--- config.mk ---
export PLATFORM = sky130hd
export DESIGN_NAME = mc_ctrl_fsm
export DESIGN_NICKNAME = d
export VERILOG_FILES = /design/src/rtl/mc_ctrl_fsm.sv
export SDC_FILE = /design/constraint.sdc
export NUM_CORES = 1
export LEC_CHECK = 0
export ABC_AREA = 1
export CAP_MARGIN = 25
export CORE_MARGIN = 2
export CORE_UTILIZATION = 35
export DETAILED_ROUTE_END_ITERATION = 10
export MAX_ROUTING_LAYER = met4
export PLACE_DENSITY = 0.71
export RECOVER_POWER = 100
export SLEW_MARGIN = 20
export SYNTH_ARGS = -nofsm -noshare
export SYNTH_HDL_FRONTEND = slang
export SYNTH_SLANG_ARGS = --single-unit
--- constraint.sdc ---
create_clock -name clk -period 2.5 [get_ports clk]
set_clock_uncertainty 0.05 [all_clocks]
set_input_delay 0.375 -clock clk [delete_from_list [all_inputs] [get_ports clk]]
set_output_delay 0.375 -clock clk [all_outputs]
set_load 0.01 [all_outputs]
--- src/rtl/mc_ctrl_fsm.sv ---
// Multi-cycle control sequencer: turns decode class flags into phase-gated write strobes
// with memory wait states, multi-cycle MUL/DIV wait and precise exception/interrupt entry.
module mc_ctrl_fsm #(
  parameter int MUL_LAT = 4,
  parameter int DIV_LAT = 33,
  parameter int INT_EN  = 1,
  parameter int CNT_W   = 6
) (
  input  logic       clk,
  input  logic       rst_n,
  input  logic       imem_ready,
  input  logic       dmem_ready,
  input  logic       c_alu,
  input  logic       c_jump,
  input  logic       c_branch,
  input  logic       c_load,
  input  logic       c_store,
  input  logic       c_mdu,
  input  logic       c_eret,
  input  logic       c_exc,
  input  logic       mdu_is_div,
  input  logic       rf_wr_req,
  input  logic       branch_taken,
  input  logic [4:0] exc_cause_in,
  input  logic       int_req,
  output logic       pc_we,
  output logic       ir_we,
  output logic       rf_we,
  output logic       dm_re,
  output logic       dm_we,
  output logic       mdu_start,
  output logic       hilo_we,
  output logic       exc_entry,
  output logic       eret_pulse,
  output logic [4:0] exc_cause,
  output logic       busy,
  output logic [2:0] state
);

  typedef enum logic [2:0] {
    S_IF  = 3'd0,
    S_ID  = 3'd1,
    S_EX  = 3'd2,
    S_MEM = 3'd3,
    S_WB  = 3'd4,
    S_MDU = 3'd5,
    S_EXC = 3'd6
  } state_t;

  localparam logic             INT_ON = (INT_EN != 0);
  localparam logic [CNT_W-1:0] MUL_M1 = CNT_W'(MUL_LAT - 1);
  localparam logic [CNT_W-1:0] DIV_M1 = CNT_W'(DIV_LAT - 1);

  state_t           state_q, state_d;
  logic [CNT_W-1:0] cnt_q, cnt_d;
  logic [4:0]       cause_q, cause_d;
  logic             alu_q, jump_q, branch_q, load_q, store_q, rf_q;
  logic             alu_d, jump_d, branch_d, load_d, store_d, rf_d;

  logic pc_we_s, ir_we_s, rf_we_s, dm_re_s, dm_we_s;
  logic mdu_start_s, hilo_we_s, exc_entry_s, eret_pulse_s, busy_s;

  // State, MDU countdown, latched decode flags and cause register
  always_ff @(posedge clk or negedge rst_n) begin
    if (!rst_n) begin
      state_q  <= S_IF;
      cnt_q    <= '0;
      cause_q  <= 5'd0;
      alu_q    <= 1'b0;
      jump_q   <= 1'b0;
      branch_q <= 1'b0;
      load_q   <= 1'b0;
      store_q  <= 1'b0;
      rf_q     <= 1'b0;
    end else begin
      state_q  <= state_d;
      cnt_q    <= cnt_d;
      cause_q  <= cause_d;
      alu_q    <= alu_d;
      jump_q   <= jump_d;
      branch_q <= branch_d;
      load_q   <= load_d;
      store_q  <= store_d;
      rf_q     <= rf_d;
    end
  end

  // Next-state and latch-update logic
  always_comb begin
    state_d  = state_q;
    cnt_d    = cnt_q;
    cause_d  = cause_q;
    alu_d    = alu_q;
    jump_d   = jump_q;
    branch_d = branch_q;
    load_d   = load_q;
    store_d  = store_q;
    rf_d     = rf_q;
    case (state_q)
      S_IF: begin
        if (INT_ON && int_req) begin
          state_d = S_EXC;
          cause_d = 5'd0;
        end else if (imem_ready) begin
          state_d = S_ID;
        end else begin
          state_d = S_IF;
        end
      end
      S_ID: begin
        alu_d    = c_alu;
        jump_d   = c_jump;
        branch_d = c_branch;
        load_d   = c_load;
        store_d  = c_store;
        rf_d     = rf_wr_req;
        cause_d  = exc_cause_in;
        if (c_exc) begin
          state_d = S_EXC;
        end else if (c_eret) begin
          state_d = S_IF;
        end else if (c_mdu) begin
          cnt_d   = mdu_is_div ? DIV_M1 : MUL_M1;
          state_d = S_MDU;
        end else begin
          state_d = S_EX;
        end
      end
      S_EX: begin
        if (branch_q) begin
          state_d = S_IF;
        end else if (jump_q) begin
          state_d = rf_q ? S_WB : S_IF;
        end else if (load_q || store_q) begin
          state_d = S_MEM;
        end else if (alu_q) begin
          state_d = S_WB;
        end else begin
          state_d = S_IF;
        end
      end
      S_MEM: begin
        if (dmem_ready) begin
          state_d = load_q ? S_WB : S_IF;
        end else begin
          state_d = S_MEM;
        end
      end
      S_WB:  state_d = S_IF;
      S_MDU: begin
        if (cnt_q == '0) begin
          state_d = S_IF;
        end else begin
          cnt_d = cnt_q - {{(CNT_W-1){1'b0}}, 1'b1};
        end
      end
      S_EXC:   state_d = S_IF;
      default: state_d = S_IF;
    endcase
  end

  // Strobe decode; ID strobes follow the live decode flags with c_exc > c_eret > c_mdu
  always_comb begin
    pc_we_s      = 1'b0;
    ir_we_s      = 1'b0;
    rf_we_s      = 1'b0;
    dm_re_s      = 1'b0;
    dm_we_s      = 1'b0;
    mdu_start_s  = 1'b0;
    hilo_we_s    = 1'b0;
    exc_entry_s  = 1'b0;
    eret_pulse_s = 1'b0;
    busy_s       = 1'b0;
    case (state_q)
      S_IF: begin
        ir_we_s = imem_ready && !(INT_ON && int_req);
        pc_we_s = imem_ready && !(INT_ON && int_req);
      end
      S_ID: begin
        eret_pulse_s = !c_exc && c_eret;
        pc_we_s      = !c_exc && c_eret;
        mdu_start_s  = !c_exc && !c_eret && c_mdu;
      end
      S_EX:  pc_we_s = branch_q ? branch_taken : jump_q;
      S_MEM: begin
        dm_re_s = load_q;
        dm_we_s = !load_q && store_q;
      end
      S_WB:  rf_we_s = rf_q;
      S_MDU: begin
        busy_s    = 1'b1;
        hilo_we_s = (cnt_q == '0);
        rf_we_s   = (cnt_q == '0) && rf_q;
      end
      S_EXC: begin
        exc_entry_s = 1'b1;
        pc_we_s     = 1'b1;
      end
      default: busy_s = 1'b0;
    endcase
  end

  // Reset forces every strobe low even while live handshakes are high
  assign pc_we      = rst_n & pc_we_s;
  assign ir_we      = rst_n & ir_we_s;
  assign rf_we      = rst_n & rf_we_s;
  assign dm_re      = rst_n & dm_re_s;
  assign dm_we      = rst_n & dm_we_s;
  assign mdu_start  = rst_n & mdu_start_s;
  assign hilo_we    = rst_n & hilo_we_s;
  assign exc_entry  = rst_n & exc_entry_s;
  assign eret_pulse = rst_n & eret_pulse_s;
  assign busy       = rst_n & busy_s;
  assign exc_cause  = rst_n ? cause_q : 5'd0;
  assign state      = state_q;

endmodule

==> summary.txt <==
Status
  – Outcome: completed

Placed design
  – Gpl congestion: 0.850
  – I/O Buffers: 38
  – Pre-CTS setup slack: slightly below 0.05 ns
  – HPWL after detailed placement: 2210 um
  – Placed Instance Area: ~0.0017 mm^2

Pwr
  – Total power: about 0.0015 W
  – LEAKAGE: just over 0.9 nW
  – Flop pwr share: 37.1%
  – PwrDens: between 800 and 900 mW/mm^2
  – VDD IR max: 0.304 mV
  – Clk network pwr share: roughly 17%
  – Switching share of power: between 30% and 40%
  – Switch Pwr: roughly 0.0006 W
  – Combinational share of power: between 40% and 50%
  – P_int: around 0.00093 W

Route
  – Drt pass-1 iters: 4
  – Initial DRC count: 43
  – Post-Route WL: between 2000 and 3000 um
  – Vias: 1177
  – DRC viols: 0
  – DR vias/cell: 4.49
  – Wire length per cell: ~11 um
  – Routed Antenna Nets: 0

Floorplanning
  – Starting density of the core: roughly 36%
  – Row cnt: 21
  – Die width: ~62 um
  – DIE AREA: around 0.0039 mm^2
  – Die height: 62.5 um
  – I/O pin total: 39
  – Core area: 0.00331 mm^2

Setup path
  – Critical path capture point: exc_entry
  – CP startpoint kind: input pin
  – Reg2reg end: cnt_q[4]
  – Worst EP required: 2.08 ns
  – R2R setup slack: ~0.79 ns
  – Critical path class: input pin to output pin
  – Crit path launch: rst_n
  – Maximum fanout along the worst path: 6
  – CP endpoint kind: output pin
  – Worst Path Arrival: 1.96 ns
  – FF-to-FF Start: state[1]
  – FF-to-FF path depth: 9

Layout
  – Inserted Diodes: 0
  – Design Area, Final: 0.00172 mm^2
  – Nets: 240
  – Commonest non-fill, non-tap cell in the layout: nand2_1
  – Most frequent cells in the layout: nand2_1 (59), clkdlybuf4s50_1 (23), inv_1 (22), nor2_1 (20), dfrtp_1 (18)
  – Register Area: 503 um^2
  – Fill cell count: ~330
  – Fraction of layout cells with a size suffix above 1: around 8.3%
  – Area growth from synthesis to layout: 43.9%
  – Multi-input combinational cell area: between 500 and 600 um^2

Yosys
  – Sequential area share after synthesis: about two fifths
  – Post-synth ARST share: 100%
  – Average cell area after synthesis: approximately 7 um^2
  – Syn_nets: 191
  – Seq cells post-synth: 20
  – YS warnings: 0
  – Synth Instances: between 150 and 200
  – Library cells used by synthesis: 27
  – Most used DFF post-synth: dfrtp_1
  – Number of enable flip-flop cells after synthesis: 0
  – Cell Area, Synth: around 0.0012 mm^2

Job
  – MaxCap Viol Count: 0

Timing
  – Unrepaired setup endpoints after global routing: no
  – Min cycle time layout: about 2.4 ns
  – Worst hold slack: around 0.43 ns
  – Final Max Tran Viols: 0
  – Post-route setup slack: 0.117 ns
  – Setup TNS: 0 ns
  – Final setup violating endpoints: 0
  – Slew @ Worst Pin: roughly 0.46 ns
  – Final Hold Viols: 0
  – Final period util: 95.3%
  – Slew margin rel.: about 70%
  – Fmax: ~0.42 GHz

Global routing
  – GRT Util Overall: 16.0%
  – First-pass GRT wire length: between 4000 and 5000 um
  – Vias in the first global route: 1144
  – Grt total ovfl: 0
  – Initial antenna violation count: 0
  – Largest net degree at the start of global routing: 19

Clocking
  – Root Buffer: clkbuf_4
  – Total CTS buffers: 3
  – CTS Buffer Depth: 2
  – Max H-tree Level: 1
  – Clock transition at the registers of the reported paths: between 0.1 and 0.15 ns
  – CTS sink count: 20
  – CTS tree: done
  – CTS hold repair buffers: 0
  – Clock Latency Late Sink: 0.30 ns

Hold path
  – Worst hold path class: input pin to asynchronous set/reset pin
==> area by class of cell <==
type | instances | share of cell area (%)
well taps | 46 | 3.34
flip-flops and latches | 20 | 29.2
multi-input cells | 123 | 33.7
clock buffers | 3 | 1.31
repair buffers | 45 | 24.7
clock inverters | 1 | 1.74
inverters | 24 | 5.96
==> Yosys cell counts, drive strengths merged (2+ instances only) <==
master | instances | share of area [%]
nand2 | 61 | 21
inv | 23 | 7.6
nor2 | 21 | 7.4
dfrtp | 20 | 42
nand3 | 11 | 5.6
o21ai | 10 | 4.2
a21oi | 5 | 2.1
nor3 | 4 | 1.7
ha | 2 | 2.1
nand4 | 2 | 1.0
==> sequential cells by signal, indices dropped and copies added (netlist names) <==
signal / flops
alu_q: 1
branch_q: 1
cause_q: 5
cnt_q: 6
jump_q: 1
load_q: 1
rf_q: 1
state: 3
store_q: 1
==> worst min-delay path by stage <==
stage / from / end / slack (ns) / depth (start not counted)
final: rst_n / cause_q[0] / 0.43 / 2
after global routing: rst_n / cause_q[0] / 0.43 / 2
after CTS: rst_n / cause_q[0] / 0.33 / 2
after detailed placement: cause_q[3] / cause_q[3] / 0.41 / 2
after global placement: cause_q[3] / cause_q[3] / 0.40 / 2
after floorplan: rst_n / alu_q / 0.03 / 0
==> power groups by stage <==
stage          clock, W  combinational, W  sequential, W
6_report       0.000266          0.000705       0.000573
5_1_grt        0.000286          0.000808       0.000594
4_1_cts        0.000274          0.000718       0.000574
3_5_place_dp          0          0.000693       0.000590
3_3_place_gp          0          0.000681       0.000588
2_1_floorplan         0          0.000457       0.000573
==> stage by stage <==
step,cells,utilization (%)
2_1_floorplan,168,-
3_3_place_gp,255,50.0
3_5_place_dp,255,50.0
4_1_cts,260,51.9
5_1_grt,262,52.0
6_report,262,52.0
==> per-layer routing <==
| layer | track usage, % | up-vias | wire [um] |
|---|---|---|---|
| li1 | - | 620 | - |
| met4 | 5.83 | 0 | 27 |
| met1 | 20.4 | 517 | 1290 |
| met3 | 1.62 | 2 | 138 |
| met5 | - | - | 0 |
| met2 | 26.5 | 38 | 1330 |
==> critical path, stage by stage <==
cell and delay [ns]:
dlygate4sd3_1 0.56, inv_2 0.08, buf_4 0.15, nor3_1 0.17, dlygate4sd3_1 0.63
==> logic make-up (layout without fill, tap and decap cells) <==
| kind of cell | count (synthesis) | in the layout | share of synthesized area [%] |
|---|---|---|---|
| simple gates | 101 | 101 | 38.1 |
| fa+ha+maj | 2 | 2 | 2.09 |
| buf+inv | 25 | 73 | 8.58 |
| xor+xnor | 2 | 2 | 1.46 |
| compound gates | 18 | 18 | 7.95 |
| flops | 20 | 20 | 41.8 |
==> what timing repair did <==
action                                  4_1_cts  5_1_grt
setup buffers                                 1        2
endpoints found under the setup margin        1        3
resized for setup                             1        4
Power figures use the tool's default switching activity.
